`config.mk`:
```
export PLATFORM = sky130hd
export DESIGN_NAME = key_scan165_flat
export DESIGN_NICKNAME = d
export VERILOG_FILES = /design/src/rtl/key_scan165_pkg.sv /design/src/rtl/key_scan165_if.sv /design/src/rtl/key_scan165_debounce.sv /design/src/rtl/key_scan165.sv /design/src/flat_wrapper.sv
export SDC_FILE = /design/constraint.sdc
export NUM_CORES = 1
export LEC_CHECK = 0
export CAP_MARGIN = 20
export CORE_AREA = 2 2 133 96
export DETAILED_ROUTE_END_ITERATION = 8
export DIE_AREA = 0 0 135 98
export PLACE_DENSITY = 0.78
export RECOVER_POWER = 25
export SLEW_MARGIN = 25
export SYNTH_ARGS = -nofsm -noshare
export SYNTH_HDL_FRONTEND = slang
export SYNTH_SLANG_ARGS = --single-unit
```
`constraint.sdc`:
```
create_clock -name sys_clk -period 2.01 [get_ports sys_clk]
set_input_delay 0.402 -clock sys_clk [delete_from_list [all_inputs] [get_ports sys_clk]]
set_output_delay 0.402 -clock sys_clk [all_outputs]
set_load 0.01 [all_outputs]
```
`src/rtl/key_scan165_pkg.sv`:
```
// key_scan_pkg: shared constants and helpers for the 74HC165 key scanner.
//   DEF_*        default parameter values for the scanner and debouncer
//   FRAME_STEPS  step count of one scan frame at the default chain length
//   STEP_*       fixed step positions inside a frame
//   phase_e      what the 165 control lines do during a given step
package key_scan_pkg;

    localparam int DEF_DIV_W      = 8;
    localparam int DEF_NKEYS      = 16;
    localparam int DEF_DEB_FRAMES = 4;

    localparam int FRAME_STEPS = 2 + 2 * DEF_NKEYS;

    localparam int STEP_LOAD   = 0;
    localparam int STEP_REL    = 1;
    localparam int STEP_SHIFT0 = 2;

    typedef enum logic [1:0] {
        PH_LOAD,
        PH_REL,
        PH_LOW,
        PH_HIGH
    } phase_e;

    function automatic int frame_steps(input int nkeys);
        return 2 + 2 * nkeys;
    endfunction

    // Shift steps alternate clock-low (even) and clock-high (odd).
    function automatic phase_e step_phase(input int step);
        if (step == STEP_LOAD)
            return PH_LOAD;
        else if (step == STEP_REL)
            return PH_REL;
        else if (((step - STEP_SHIFT0) % 2) == 0)
            return PH_LOW;
        else
            return PH_HIGH;
    endfunction

endpackage

```
`src/rtl/key_scan165_if.sv`:
```
// key_scan165_if: board-side 165 chain lines plus host-side key outputs.
//   sh_ld_n, sh_clk   165 SH/LD and CLK strobes
//   ser_in            QH of the chip nearest the FPGA
//   keys              debounced levels, 1 = pressed
//   key_down/key_up   one-cycle press/release pulses
//   frame_tick        one-cycle pulse per committed raw frame
// master = scanner, slave = board/host side.
interface key_scan165_if
    import key_scan_pkg::*;
#(
    parameter int NKEYS = DEF_NKEYS
);
    logic             sh_ld_n;
    logic             sh_clk;
    logic             ser_in;
    logic [NKEYS-1:0] keys;
    logic [NKEYS-1:0] key_down;
    logic [NKEYS-1:0] key_up;
    logic             frame_tick;

    modport master (
        output sh_ld_n, sh_clk, keys, key_down, key_up, frame_tick,
        input  ser_in
    );

    modport slave (
        input  sh_ld_n, sh_clk, keys, key_down, key_up, frame_tick,
        output ser_in
    );
endinterface

```
`src/rtl/key_scan165_debounce.sv`:
```
// key_debounce: frame-based debouncer.
//   frame     pressed-sense raw frame (1 = pressed)
//   push      one-cycle strobe: shift frame into the history
//   keys      debounced levels
//   key_down  pulse on debounced 0->1, key_up pulse on debounced 1->0
// A key changes level only when every history entry agrees.
module key_debounce
    import key_scan_pkg::*;
#(
    parameter int NKEYS      = DEF_NKEYS,
    parameter int DEB_FRAMES = DEF_DEB_FRAMES
) (
    input  logic             sys_clk,
    input  logic             sys_rst_n,
    input  logic [NKEYS-1:0] frame,
    input  logic             push,
    output logic [NKEYS-1:0] keys,
    output logic [NKEYS-1:0] key_down,
    output logic [NKEYS-1:0] key_up
);

    // History is held in wire polarity so the all-ones reset means released.
    logic [NKEYS-1:0] hist_n [DEB_FRAMES];
    logic             vld_p0;
    logic [NKEYS-1:0] all_on;
    logic [NKEYS-1:0] all_off;

    always_comb begin
        all_on  = '1;
        all_off = '1;
        for (int d = 0; d < DEB_FRAMES; d++) begin
            all_on  = all_on & ~hist_n[d];
            all_off = all_off & hist_n[d];
        end
    end

    always_ff @(posedge sys_clk or negedge sys_rst_n) begin
        if (!sys_rst_n) begin
            for (int d = 0; d < DEB_FRAMES; d++)
                hist_n[d] <= '1;
            vld_p0   <= 1'b0;
            keys     <= '0;
            key_down <= '0;
            key_up   <= '0;
        end else begin
            // p0: history push
            vld_p0 <= push;
            if (push) begin
                hist_n[0] <= ~frame;
                for (int d = 1; d < DEB_FRAMES; d++)
                    hist_n[d] <= hist_n[d-1];
            end
            // p1: level decision on the freshly pushed history
            key_down <= '0;
            key_up   <= '0;
            if (vld_p0) begin
                key_down <= all_on & ~keys;
                key_up   <= all_off & keys;
                keys     <= (keys | all_on) & ~all_off;
            end
        end
    end

endmodule

```
`src/rtl/key_scan165.sv`:
```
// key_scan165: scans a 74HC165 key chain and debounces it.
//   sys_clk, sys_rst_n  clock and asynchronous active-low reset
//   bus (master)        sh_ld_n/sh_clk strobes, ser_in, keys,
//                       key_down/key_up pulses, frame_tick
// A prescaler tick advances a step counter through load, release and
// NKEYS clock-low/clock-high pairs. The counter holds the step that the
// next tick enters, so control outputs are registered from it directly.
module key_scan165
    import key_scan_pkg::*;
#(
    parameter int DIV_W      = DEF_DIV_W,
    parameter int NKEYS      = DEF_NKEYS,
    parameter int DEB_FRAMES = DEF_DEB_FRAMES
) (
    input  logic          sys_clk,
    input  logic          sys_rst_n,
    key_scan165_if.master bus
);

    localparam int N_STEPS = frame_steps(NKEYS);
    localparam int SW      = $clog2(N_STEPS);

    logic [DIV_W-1:0] div_cnt;
    logic             tick;
    logic [SW-1:0]    step;
    logic             primed;
    phase_e           ph;
    logic             ser_p0;
    logic             ser_p1;
    logic [NKEYS-1:0] raw;
    logic             sample;
    logic             push;
    logic             sh_ld_n_r;
    logic             sh_clk_r;
    logic             frame_tick_r;
    logic [NKEYS-1:0] keys_w;
    logic [NKEYS-1:0] down_w;
    logic [NKEYS-1:0] up_w;

    assign tick = &div_cnt;
    assign ph   = step_phase(int'(step));

    // Entering a clock-high step is the tick leaving its clock-low step:
    // QH has settled for a full step and the chain has not yet shifted.
    assign sample = tick && (ph == PH_HIGH);

    // Entering a load after at least one full frame commits that frame.
    // primed keeps the very first load after reset from committing.
    assign push = tick && primed && (ph == PH_LOAD);

    always_ff @(posedge sys_clk or negedge sys_rst_n) begin
        if (!sys_rst_n) begin
            div_cnt      <= '0;
            step         <= '0;
            primed       <= 1'b0;
            ser_p0       <= 1'b0;
            ser_p1       <= 1'b0;
            raw          <= '0;
            sh_ld_n_r    <= 1'b1;
            sh_clk_r     <= 1'b0;
            frame_tick_r <= 1'b0;
        end else begin
            // p0/p1: ser_in synchroniser
            ser_p0 <= bus.ser_in;
            ser_p1 <= ser_p0;

            div_cnt      <= div_cnt + 1'b1;
            frame_tick_r <= push;

            if (tick) begin
                step      <= (step == SW'(N_STEPS - 1)) ? '0 : step + 1'b1;
                primed    <= 1'b1;
                sh_ld_n_r <= (ph != PH_LOAD);
                sh_clk_r  <= (ph == PH_HIGH);
            end

            if (sample)
                raw <= {raw[NKEYS-2:0], ser_p1};
        end
    end

    // Board pull-ups: a pressed key reads 0 on the wire.
    key_debounce #(
        .NKEYS      (NKEYS),
        .DEB_FRAMES (DEB_FRAMES)
    ) u_debounce (
        .sys_clk   (sys_clk),
        .sys_rst_n (sys_rst_n),
        .frame     (~raw),
        .push      (push),
        .keys      (keys_w),
        .key_down  (down_w),
        .key_up    (up_w)
    );

    assign bus.sh_ld_n    = sh_ld_n_r;
    assign bus.sh_clk     = sh_clk_r;
    assign bus.frame_tick = frame_tick_r;
    assign bus.keys       = keys_w;
    assign bus.key_down   = down_w;
    assign bus.key_up     = up_w;

endmodule
```
`src/flat_wrapper.sv`:
```
// flat-port wrapper written by rule: the top's interface ports become plain ports
module key_scan165_flat import key_scan_pkg::*;
#(
    parameter int DIV_W      = DEF_DIV_W,
    parameter int NKEYS      = DEF_NKEYS,
    parameter int DEB_FRAMES = DEF_DEB_FRAMES
)
  (sys_clk, sys_rst_n, bus_sh_ld_n, bus_sh_clk, bus_keys, bus_key_down, bus_key_up, bus_frame_tick, bus_ser_in);
  key_scan165_if #(.NKEYS(NKEYS)) bus_i ();
  input  logic sys_clk;
  input  logic sys_rst_n;
  output wire logic [$bits(bus_i.sh_ld_n)-1:0] bus_sh_ld_n;
  output wire logic [$bits(bus_i.sh_clk)-1:0] bus_sh_clk;
  output wire logic [$bits(bus_i.keys)-1:0] bus_keys;
  output wire logic [$bits(bus_i.key_down)-1:0] bus_key_down;
  output wire logic [$bits(bus_i.key_up)-1:0] bus_key_up;
  output wire logic [$bits(bus_i.frame_tick)-1:0] bus_frame_tick;
  input wire logic [$bits(bus_i.ser_in)-1:0] bus_ser_in;
  assign bus_sh_ld_n = bus_i.sh_ld_n;
  assign bus_sh_clk = bus_i.sh_clk;
  assign bus_keys = bus_i.keys;
  assign bus_key_down = bus_i.key_down;
  assign bus_key_up = bus_i.key_up;
  assign bus_frame_tick = bus_i.frame_tick;
  assign bus_i.ser_in = bus_ser_in;
  key_scan165 #(.DIV_W(DIV_W), .NKEYS(NKEYS), .DEB_FRAMES(DEB_FRAMES)) u_core (.sys_clk(sys_clk), .sys_rst_n(sys_rst_n), .bus(bus_i));
endmodule
```
==> run_results.csv <==
group,metric,value,unit
outcome,status,"finished, final reports clean",
sta,worst_slew_pin_slew,1.10,ns
floorplan,rows,34,
sta,setup_violations,0,
critical_path,worstSetupPathType,"reg2out",
power,switching_share,20.5,%
sta,fmax,502,MHz
floorplan,dieArea,13200,um^2
min_path,hold_path.class,"reg2reg",
floorplan,die_h,98,um
clock_tree,h-tree-depth,4,
global_route,groute.usage.overall,17.2,%
final_layout,area.growth.synth_to_final,29.1,%
drt,via_count,3656,
final_layout,diodes,0,
final_layout,multi_input_area,2070,um^2
floorplan,pin_count,54,
min_path,worstHoldStart,"u_core.ser_p0$_DFF_PN0_",
power,p_comb_share,1.0,%
power,switchingPower,1.29,mW
clock_tree,cts_buffers,17,
drt,wl_met1,5.30,mm
sta,slew_headroom,26.5,%
power,power_frac_clock,51.3,%
sta,min_period_over_period,99.2,%
place,place_inst,643,
sta,final-max-slew-violation-count,0,
floorplan,start_util,48.9,%
clock_tree,clkTransAtPathRegs,0.06,ns
yosys,synth.distinct_cells,33,
clock_tree,cts_tree,"done",
clock_tree,cts_buffer_depth,2,
drt,wl_met3,362,um
power,p_leak,3.29,nW
clock_tree,cts_root_buffer,"clkbuf_16",
place,io_buffer_count,53,
final_layout,drive_above_1_share,37.5,%
floorplan,core_area,12100,um^2
drt,drt.antenna.violating_nets,0,
power,p_int,4.99,mW
place,place_congestion,0.760,
drt,firstDrtPassIters,4,
yosys,yosys_warnings,0,
sta,grt_setup_unrepaired,"true",
yosys,yosys_register_bits,148,
final_layout,final_common_cell,"dfrtp_1",
critical_path,reg2reg_from,"u_core.step[2]$_DFFE_PN0P_",
min_path,holdPathStages,0,
sta,hold_violations,0,
yosys,syn_area_per_cell,13.9,um^2
critical_path,r2r_cells,5,
place,hpwl,6.74,mm
final_layout,stdcell_count,687,
critical_path,cp_max_fo,15,
min_path,hold-path-endpoint,"u_core.ser_p1$_DFF_PN0_",
final_layout,fillerInstances,845,
floorplan,die_x,135,um
drt,drc,0,
critical_path,reg2reg_slack,0.02,ns
final_layout,seq_area,3780,um^2
global_route,globalRouteOverflowTotal,0,
power,seqPwrFrac,47.6,%
critical_path,r2r-end,"u_core.u_debounce.hist_n[35]$_DFFE_PN1P_",
critical_path,worstPathArrival,1.59,ns
drt,routedWlPerCell,17.0,um
run,maxCapViolations,0,
yosys,syn-num-nets,431,
critical_path,required,1.61,ns
yosys,synth_area,5910,um^2
yosys,yosysSeqAreaShare,64.1,%
global_route,grt_pass1_vias,3750,
sta,skew,0.00781,ns
drt,drt_iter0_markers,220,
global_route,grt_max_degree,47,
sta,fin_crit,1.99,ns
drt,highest_layer,"met4",
final_layout,final_nets,519,
yosys,synthCells,424,
power,ir_worst_vdd,0.632,mV
clock_tree,clock_latency,0.42,ns
power,power.density,823,nW/um^2
power,total_power,6.28,mW
global_route,grt_pass1_wl,17.9,mm
final_layout,layout_common_cells,"dfrtp_1 (83), dfstp_2 (64), clkdlybuf4s50_1 (51)",
clock_tree,cts_sinks,148,
global_route,grt_antenna_before_repair,0,
drt,finalWirelength,11.7,mm
drt,wl_met2,5.84,mm
drt,viasPerCell,5.32,
critical_path,cp-end-kind,"primary output",
critical_path,start_kind,"register",
==> sequential cells by signal (all words and copies together), names as in the netlist <==
register,flops
u_core.u_debounce.hist_n,64
u_core.raw,16
u_core.u_debounce.key_down,16
u_core.u_debounce.key_up,16
u_core.u_debounce.keys,16
u_core.div_cnt,8
u_core.step,6
u_core.bus.frame_tick,1
u_core.bus.sh_clk,1
u_core.bus.sh_ld_n,1
u_core.primed,1
u_core.ser_p0,1
u_core.ser_p1,1
==> routing by layer <==
layer  track usage (%)  up-vias
li1                  -     1689
met1              21.6     1886
met2              27.8       64
met3              5.14       17
met4              7.13        0
met5                 0        -
==> final cells by class <==
class / instances / area share [%]
Timing Repair Buffer: 82 / 11.7
Tap cell: 162 / 2.66
Clock inverter: 11 / 2.00
Sequential cell: 148 / 49.6
Clock buffer: 21 / 5.90
Inverter: 21 / 1.03
Multi-Input combinational cell: 242 / 27.1
==> critical path, stage by stage (launching register included) <==
cell and delay (ns):
dfrtp_1 0.46, buf_12 0.17, clkdlybuf4s50_1 0.54
==> logic make-up (layout without fill, tap and decap cells) <==
| kind of cell | after synthesis | in the layout | share of synthesized area, % |
|---|---|---|---|
| XOR/XNOR | 8 | 8 | 1.19 |
| multiplexers | 82 | 82 | 15.6 |
| AND/OR/NAND/NOR | 106 | 106 | 10.5 |
| flip-flops | 148 | 148 | 64.1 |
| adder cells (fa/ha/maj) | 4 | 4 | 0.847 |
| AO/OA/AOI/OAI | 42 | 42 | 4.83 |
| buffers and inverters | 34 | 135 | 2.94 |
==> cell usage after synthesis <==
cell | count | area, um^2
nor3_1 | 18 | 90.1
xnor2_1 | 3 | 26.3
and3_1 | 1 | 6.26
dfstp_2 | 65 | 1710
nand2b_1 | 1 | 6.26
and4_1 | 2 | 17.5
o21a_1 | 1 | 7.51
ha_1 | 4 | 50.1
or4_4 | 1 | 11.3
a21boi_0 | 16 | 120
mux2_1 | 49 | 552
a22o_1 | 1 | 8.76
a211oi_1 | 1 | 7.51
inv_1 | 21 | 78.8
xor2_1 | 5 | 43.8
dfrtp_1 | 83 | 2080
buf_1 | 1 | 3.75
nor4_4 | 1 | 21.3
a41o_1 | 1 | 10.0
clkbuf_1 | 4 | 15.0
buf_2 | 1 | 5.00
a21oi_1 | 18 | 90.1
nor2_1 | 20 | 75.1
mux2_2 | 33 | 372
nand2_1 | 19 | 71.3
buf_4 | 2 | 15.0
nand3_1 | 8 | 40.0
o2111ai_4 | 1 | 26.3
nor4b_1 | 1 | 8.76
nand4_1 | 18 | 113
buf_6 | 5 | 56.3
o21ai_0 | 3 | 15.0
or4b_2 | 16 | 160
==> repair_timing <==
item                                    4_1_cts  5_1_grt
resized for setup                             1       37
endpoints found under the hold margin         8        0
pin swaps                                     0        1
buffers inserted                              1        2
gates cloned                                  0        8
endpoints found under the setup margin       43       81
hold buffers                                  1        0
==> worst max-delay path by stage <==
| stage | start | to | slack, ns | depth (start not counted) |
|---|---|---|---|---|
| 5_1_grt | u_core.step[2]$_DFFE_PN0P_ | u_core.u_debounce.hist_n[36]$_DFFE_PN1P_ | -0.05 | 5 |
| 2_1_floorplan | u_core.step[2]$_DFFE_PN0P_ | u_core.raw[10]$_DFFE_PN0P_ | 0.03 | 4 |
| 6_report | u_core.bus.frame_tick$_DFF_PN0_ | bus_frame_tick | 0.02 | 2 |
| 3_3_place_gp | u_core.step[2]$_DFFE_PN0P_ | u_core.u_debounce.hist_n[0]$_DFFE_PN1P_ | 0.04 | 4 |
| 3_5_place_dp | u_core.step[2]$_DFFE_PN0P_ | u_core.u_debounce.hist_n[2]$_DFFE_PN1P_ | -0.04 | 4 |
| 4_1_cts | u_core.step[2]$_DFFE_PN0P_ | u_core.u_debounce.hist_n[0]$_DFFE_PN1P_ | 0.01 | 5 |
==> stage by stage <==
stage               setup slack, ns  area, um^2  hold slack, ns  util, %  TNS (ns)
global route                -0.0473        7630           0.368     63.1    -0.721
finish                       0.0168        7630           0.356     63.1         0
detailed placement          -0.0377        6750           0.270     55.9    -0.641
floorplan                    0.0338        5910           0.106        -         0
CTS                          0.0109        7370           0.356     61.0         0
global placement             0.0355        6750           0.266     55.9         0
==> power groups by stage <==
stage          sequential (mW)  clock (mW)  combinational (mW)
2_1_floorplan             3.04           0           0.0000202
3_3_place_gp              3.04           0              0.0715
3_5_place_dp              3.04           0              0.0744
4_1_cts                   2.99        3.26              0.0760
5_1_grt                   2.99        3.41              0.0765
6_report                  2.99        3.22              0.0641
Note: power is estimated with default switching activity, not from simulation.
==> variant 1: new RTL, same flow settings <==
Change the package constant `DEF_DIV_W` from 8 to 9.
--- a/src/rtl/key_scan165_pkg.sv
+++ b/src/rtl/key_scan165_pkg.sv
@@ -5,7 +5,7 @@
 //   phase_e      what the 165 control lines do during a given step
 package key_scan_pkg;
 
-    localparam int DEF_DIV_W      = 8;
+    localparam int DEF_DIV_W      = 9;
     localparam int DEF_NKEYS      = 16;
     localparam int DEF_DEB_FRAMES = 4;
 
Function: no difference found for any inputs over 10 cycles, from zero or initial values and one cycle with sys_rst_n low; that may be too few to reach the edited logic, so the function may still have changed.
==> variant 1 against the original RTL <==
The run now ends with negative setup slack left. Clock skew increased by 0.0063 ns. Sequential cell count increased by 1. Design area increased by 0.39%. Via count fell by 0.77%. Sequential share of layout area up 0.13 points. Setup slack worse by 0.045 ns. Hold slack got worse by 0.011 ns. Wire length decreased by 4.3%. Area after synthesis down 0.21%. Power fell by 5.2%. Largest power group is now sequential cells.
==> variant 1: results (changes against the original RTL) <==
[outcome]
status = finished, violations left  ; was finished clean
violations = negative setup slack

[placed_design]
dp.cells = 641  ; was 643
io_buffers = 53  ; unchanged
dp_slack_ns = -0.0600  ; was -0.0377 ns
hpwl_mm = 6.52  ; was 6.74 mm
dpl_cell_area_um2 = 6760  ; was 6750 um2
place_congestion = 0.693  ; was 0.760

[grt]
antenna_found_initial = 0  ; unchanged
grt_usage_pct = 17.4  ; was 17.2%
use_met3_pct = 6.33  ; was 5.14%
grtUsageMet2_pct = 28.6  ; was 27.8%
globalRouteMet1Util_pct = 21.8  ; was 21.6%
grt_pass1_wl_mm = 17.9  ; about the same
grt_pass1_vias = 3701  ; was 3750
grt_max_degree = 47  ; unchanged

[logic_synthesis]
syn_inst = 422  ; was 424
synthAdderAreaFrac_pct = 1.06  ; was 0.847%
syn_nets = 430  ; was 431
synth_seq_area_share_pct = 64.6  ; was 64.1%
yosys-top-cells-area = dfrtp_1, dfstp_2, mux2_2, or4b_2, mux2_4  ; was dfrtp_1, dfstp_2, mux2_1, mux2_2, or4b_2
synth.distinct_cells = 35  ; was 33
synthTopCellsByCount = dfrtp_1, mux2_2, dfstp_2, nand2_1, nor2_1  ; was dfrtp_1, dfstp_2, mux2_1, mux2_2, inv_1
synth_ff_type = dfrtp_1  ; unchanged
synthXorXnorAreaFrac_pct = 1.19  ; about the same
synth_compound_area_share_pct = 4.31  ; was 4.83%
muxShareOfSynthArea_pct = 16.0  ; was 15.6%

[sta]
tns_ns = -0.136  ; was 0 ns
post-route-worst-setup-slack_ns = -0.0283  ; was 0.0168 ns
tightest_slew_ns = 1.15  ; was 1.10 ns
clock-skew-final_ns = 0.0142  ; was 0.00781 ns
setup_violations = 14  ; was 0

[setup_path]
cp_max_fo = 10  ; was 15
cpPeakStageDelay_ns = 0.35  ; was 0.54 ns
cpMaxStageDelayCell = dfrtp_1  ; was clkdlybuf4s50_1
cp.arrival_ns = 2.37  ; was 1.59 ns
path_delay_family = simple AND/OR/NAND/NOR gates  ; was buffers and inverters

[drt]
drt_iter0_drc = 158  ; was 220
dr.pass1.iters = 5  ; was 4
drc = 0  ; unchanged
wirelength_mm = 11.2  ; was 11.7 mm
via_count = 3628  ; was 3656
vias_per_cell = 5.30  ; was 5.32

[clocking]
numCtsBuffers = 17  ; unchanged
clockRootBuffer = clkbuf_16  ; unchanged
clk_path_buf_depth = 2  ; unchanged
worstSkewPairLatency_ns = 0.42  ; about the same

[pwr]
p_comb_mw = 0.0699  ; was 0.0641 mW
pwr-share-seq_pct = 50.6  ; was 47.6%
p_leak_nw = 3.26  ; was 3.29 nW
seq_power_mw = 3.01
internal_power_mw = 4.78  ; was 4.99 mW
peakVddDrop_v = 0.000619  ; was 0.000632 V

[finish]
fill_cells = 891  ; was 845
drive_above_1_share_pct = 43.3  ; was 37.5%
top_register = u_core.u_debounce.hist_n  ; unchanged
nets = 517  ; was 519

[min_path]
min_path_type = register to register  ; unchanged

variant 1: cell types whose count changed in the layout (fill, tap and decap cells not counted), moves of 5 or more:
cell and change:
nand2_1 +5, buf_12 +5, mux2_1 -28, nand3_1 -5
clkinv_2 +5, buf_6 -5, mux2_2 +8, mux2_4 +18
clkinvlp_4 -6
variant 1: repair_timing:
| action | CTS | global route |
|---|---|---|
| hold buffers | 1 | 0 |
| cloned | 1 | 4 |
| pin swaps | 1 | 1 |
| setup endpoints to repair | 73 | 66 |
| buffers inserted | 0 | 5 |
| gates resized for setup | 5 | 45 |
| hold endpoints to repair | 23 | 0 |
variant 1: final timing paths:
check,from,endpoint,slack [ns],cells after the start
setup / recovery,u_core.div_cnt[0],u_core.u_debounce.hist_n[50],-0.03,9
setup reg to reg,u_core.div_cnt[0],u_core.u_debounce.hist_n[50],-0.03,9
min in group asynchronous,sys_rst_n,u_core.div_cnt[3],0.76,2
hold reg to reg,u_core.ser_p0,u_core.ser_p1,0.35,0
max in group asynchronous,sys_rst_n,u_core.u_debounce.hist_n[6],0.34,3
hold / removal,u_core.ser_p0,u_core.ser_p1,0.35,0
variant 1: area by class of cell:
| class | count | area (um2) | share of cell area (%) |
|---|---|---|---|
| Clock buffer | 26 | 479 | 6.26 |
| Clock inverter | 6 | 55.1 | 0.719 |
| Sequential cell | 149 | 3810 | 49.7 |
| Inverter | 20 | 75.1 | 0.980 |
| Timing Repair Buffer | 81 | 917 | 12.0 |
| Tap cell | 162 | 203 | 2.65 |
| Multi-Input combinational cell | 240 | 2120 | 27.7 |
variant 1: routing by layer:
layer | vias up | part of all wire (%)
met5 | - | 0
met1 | 1862 | 44
met4 | 0 | 0.93
met2 | 78 | 51
met3 | 14 | 3.8
li1 | 1674 | -
==> variant 2: new RTL, config.mk and constraints unchanged <==
Made on the original files. Make the reset (`sys_rst_n`) synchronous in 2 clocked blocks. Comments in the files are not updated.
--- a/src/rtl/key_scan165_debounce.sv
+++ b/src/rtl/key_scan165_debounce.sv
@@ -34,7 +34,7 @@
         end
     end
 
-    always_ff @(posedge sys_clk or negedge sys_rst_n) begin
+    always_ff @(posedge sys_clk) begin
         if (!sys_rst_n) begin
             for (int d = 0; d < DEB_FRAMES; d++)
                 hist_n[d] <= '1;
--- a/src/rtl/key_scan165.sv
+++ b/src/rtl/key_scan165.sv
@@ -48,7 +48,7 @@
     // primed keeps the very first load after reset from committing.
     assign push = tick && primed && (ph == PH_LOAD);
 
-    always_ff @(posedge sys_clk or negedge sys_rst_n) begin
+    always_ff @(posedge sys_clk) begin
         if (!sys_rst_n) begin
             div_cnt      <= '0;
             step         <= '0;
Formal check against the unedited RTL: same outputs for any inputs over 10 cycles, from zero or initial values and one cycle with sys_rst_n low; that may be too few to reach the edited logic, so the function may still have changed.
==> variant 2 against the original RTL <==
Count of clock-buffer cells in the layout is the same. Critical path type is now input pin to register. Critical endpoint is now u_core.step[5]. Design area fell by 10%. Non-clock buffer count decreased by 12. Setup slack improved by 0.058 ns. Sequential cell count did not move. Largest cell class unchanged. Maximum frequency is 3.0% higher. Wire length fell by 19%. Power decreased by 1.7%. Via count is 2.8% lower. Die area unchanged. Clock power fell by 8.4%. Area after synthesis is 7.7% lower. Register-to-register slack better by 0.11 ns.
==> variant 2: results (changes against the original RTL) <==
[logic_synthesis]
ys_warn_count = 0  ; unchanged
synth_ff_type = dfxtp_1  ; was dfrtp_1
syn_nets = 467  ; was 431
synth.distinct_cells = 41  ; was 33
synth_edf_count = 64  ; was 0
syn_inst = 460  ; was 424
synth_seq_area_share_pct = 66.1  ; was 64.1%
yosys-top-cells-area = edfxtp_1, dfxtp_1, nand2b_1, nand2_1, mux2i_1  ; was dfrtp_1, dfstp_2, mux2_1, mux2_2, or4b_2
async_reset_ff_share_pct = 0  ; was 100%
synthTopCellsByCount = dfxtp_1, nand2b_1, edfxtp_1, nand2_1, nor2_1  ; was dfrtp_1, dfstp_2, mux2_1, mux2_2, inv_1

[setup_path]
cp_max_fo = 18  ; was 15
crit_end = u_core.step[5]  ; was bus_frame_tick
cpMaxStageDelayCell = clkbuf_1  ; was clkdlybuf4s50_1
reg2reg_depth = 5  ; unchanged
r2r_start = u_core.div_cnt[0]  ; was u_core.step[2]
cpPeakStageDelay_ns = 0.72  ; was 0.54 ns
cp.arrival_ns = 2.24  ; was 1.59 ns
worstSetupStartpoint = sys_rst_n  ; was u_core.bus.frame_tick
rr_endpoint = u_core.u_debounce.hist_n[1][2]  ; was u_core.u_debounce.hist_n[35]
path_delay_family = buffers and inverters  ; unchanged
reg2reg_slack_ns = 0.13  ; was 0.02 ns

[clocking]
numCtsBuffers = 17  ; unchanged
clk_pin_slew_ns = 0.06  ; about the same
worstSkewPairLatency_ns = 0.41
clock_tree.htree_level_count = 4  ; unchanged
clk_path_buf_depth = 2  ; unchanged

[drt]
route.met2.wl_mm = 4.40  ; was 5.84 mm
wl_per_cell_um = 13.5  ; was 17.0 um
via_count = 3552  ; was 3656
wirelength_mm = 9.51  ; was 11.7 mm
wl_met1_mm = 4.48  ; was 5.30 mm
drt_iter0_drc = 266  ; was 220
dr.pass1.iters = 5  ; was 4
wl_met3_um = 522  ; was 362 um

[grt]
grt_max_degree = 37  ; was 47
grt_usage_pct = 15.2  ; was 17.2%
grt_pass1_vias = 3391  ; was 3750
grtUsageMet2_pct = 23.5  ; was 27.8%
antenna_found_initial = 0  ; unchanged
grt_pass1_wl_mm = 15.8  ; was 17.9 mm
use_met3_pct = 4.67  ; was 5.14%
globalRouteMet1Util_pct = 20.0  ; was 21.6%

[min_path]
hold_depth = 1  ; was 0
min_path_type = register to register  ; unchanged

[placed_design]
dp.cells = 670  ; was 643
hpwl_mm = 6.17  ; was 6.74 mm
dpl_cell_area_um2 = 6280  ; was 6750 um2
dp_slack_ns = 0.0952  ; was -0.0377 ns
io_buffers = 53  ; unchanged
place_congestion = 0.693  ; was 0.760

[outcome]
status = finished clean  ; unchanged

[sta]
clock-skew-final_ns = 0.00705  ; was 0.00781 ns
tightest_slew_ns = 0.939  ; was 1.10 ns
post-route-worst-setup-slack_ns = 0.0746  ; was 0.0168 ns

[finish]
fill_cells = 983  ; was 845
nets = 537  ; was 519
drive_above_1_share_pct = 9.76  ; was 37.5%

[pwr]
peakVddDrop_v = 0.000592  ; was 0.000632 V
p_leak_nw = 2.31  ; was 3.29 nW

variant 2: changes by cell type in the layout (fill, tap and decap cells not counted), moves of 17 or more:
cell,delta
mux2_4,-29
dfstp_2,-64
mux2_2,-25
edfxtp_1,+64
nand2_1,+38
dfrtp_1,-83
nand4_1,-17
mux2_1,-28
dfxtp_1,+83
inv_1,-17
nand2b_1,+65
mux2i_1,+18
variant 2: repair_timing:
action	4_1_cts	5_1_grt
resized for setup	0	1
setup buffers	0	3
setup endpoints to repair	0	58
hold buffers	0	0
endpoints found under the hold margin	0	0
variant 2: how the worst min path moves through the flow:
stage,start,end,slack (ns)
6_report,u_core.u_debounce.keys[0],u_core.u_debounce.key_down[0],0.44
5_1_grt,u_core.u_debounce.keys[4],u_core.u_debounce.key_down[4],0.46
4_1_cts,u_core.ser_p1,u_core.raw[0],0.44
3_5_place_dp,u_core.ser_p1,u_core.raw[0],0.43
3_3_place_gp,u_core.ser_p0,u_core.ser_p1,0.42
2_1_floorplan,u_core.ser_p0,u_core.ser_p1,0.41
variant 2: cells by family after synthesis:
logic type | count (synthesis) | synth area share, %
AOI/OAI and AO/OA | 35 | 3.95
and+or+nand+nor | 227 | 22.5
xor gates and xnor gates | 5 | 0.803
DFF | 148 | 66.1
muxes | 18 | 3.30
adders and majority gates | 4 | 0.918
buffers and inverters | 23 | 2.50
variant 2: power breakdown:
group / internal, mW / total, mW / switching (mW)
clock network: 1.77 / 2.95 / 1.18
registers: 3.14 / 3.14 / 0.00546
logic: 0.0253 / 0.0801 / 0.0549
total: 4.93 / 6.17 / 1.24
variant 2: layout make-up:
type	count	area (um2)	area share (%)
tap	162	203	2.97
clock inverter	11	101	1.48
sequential	148	3600	52.7
multi-input combinational	289	1760	25.7
timing repair buffer	70	696	10.2
inverter	4	15.0	0.220
clock buffer	21	460	6.74
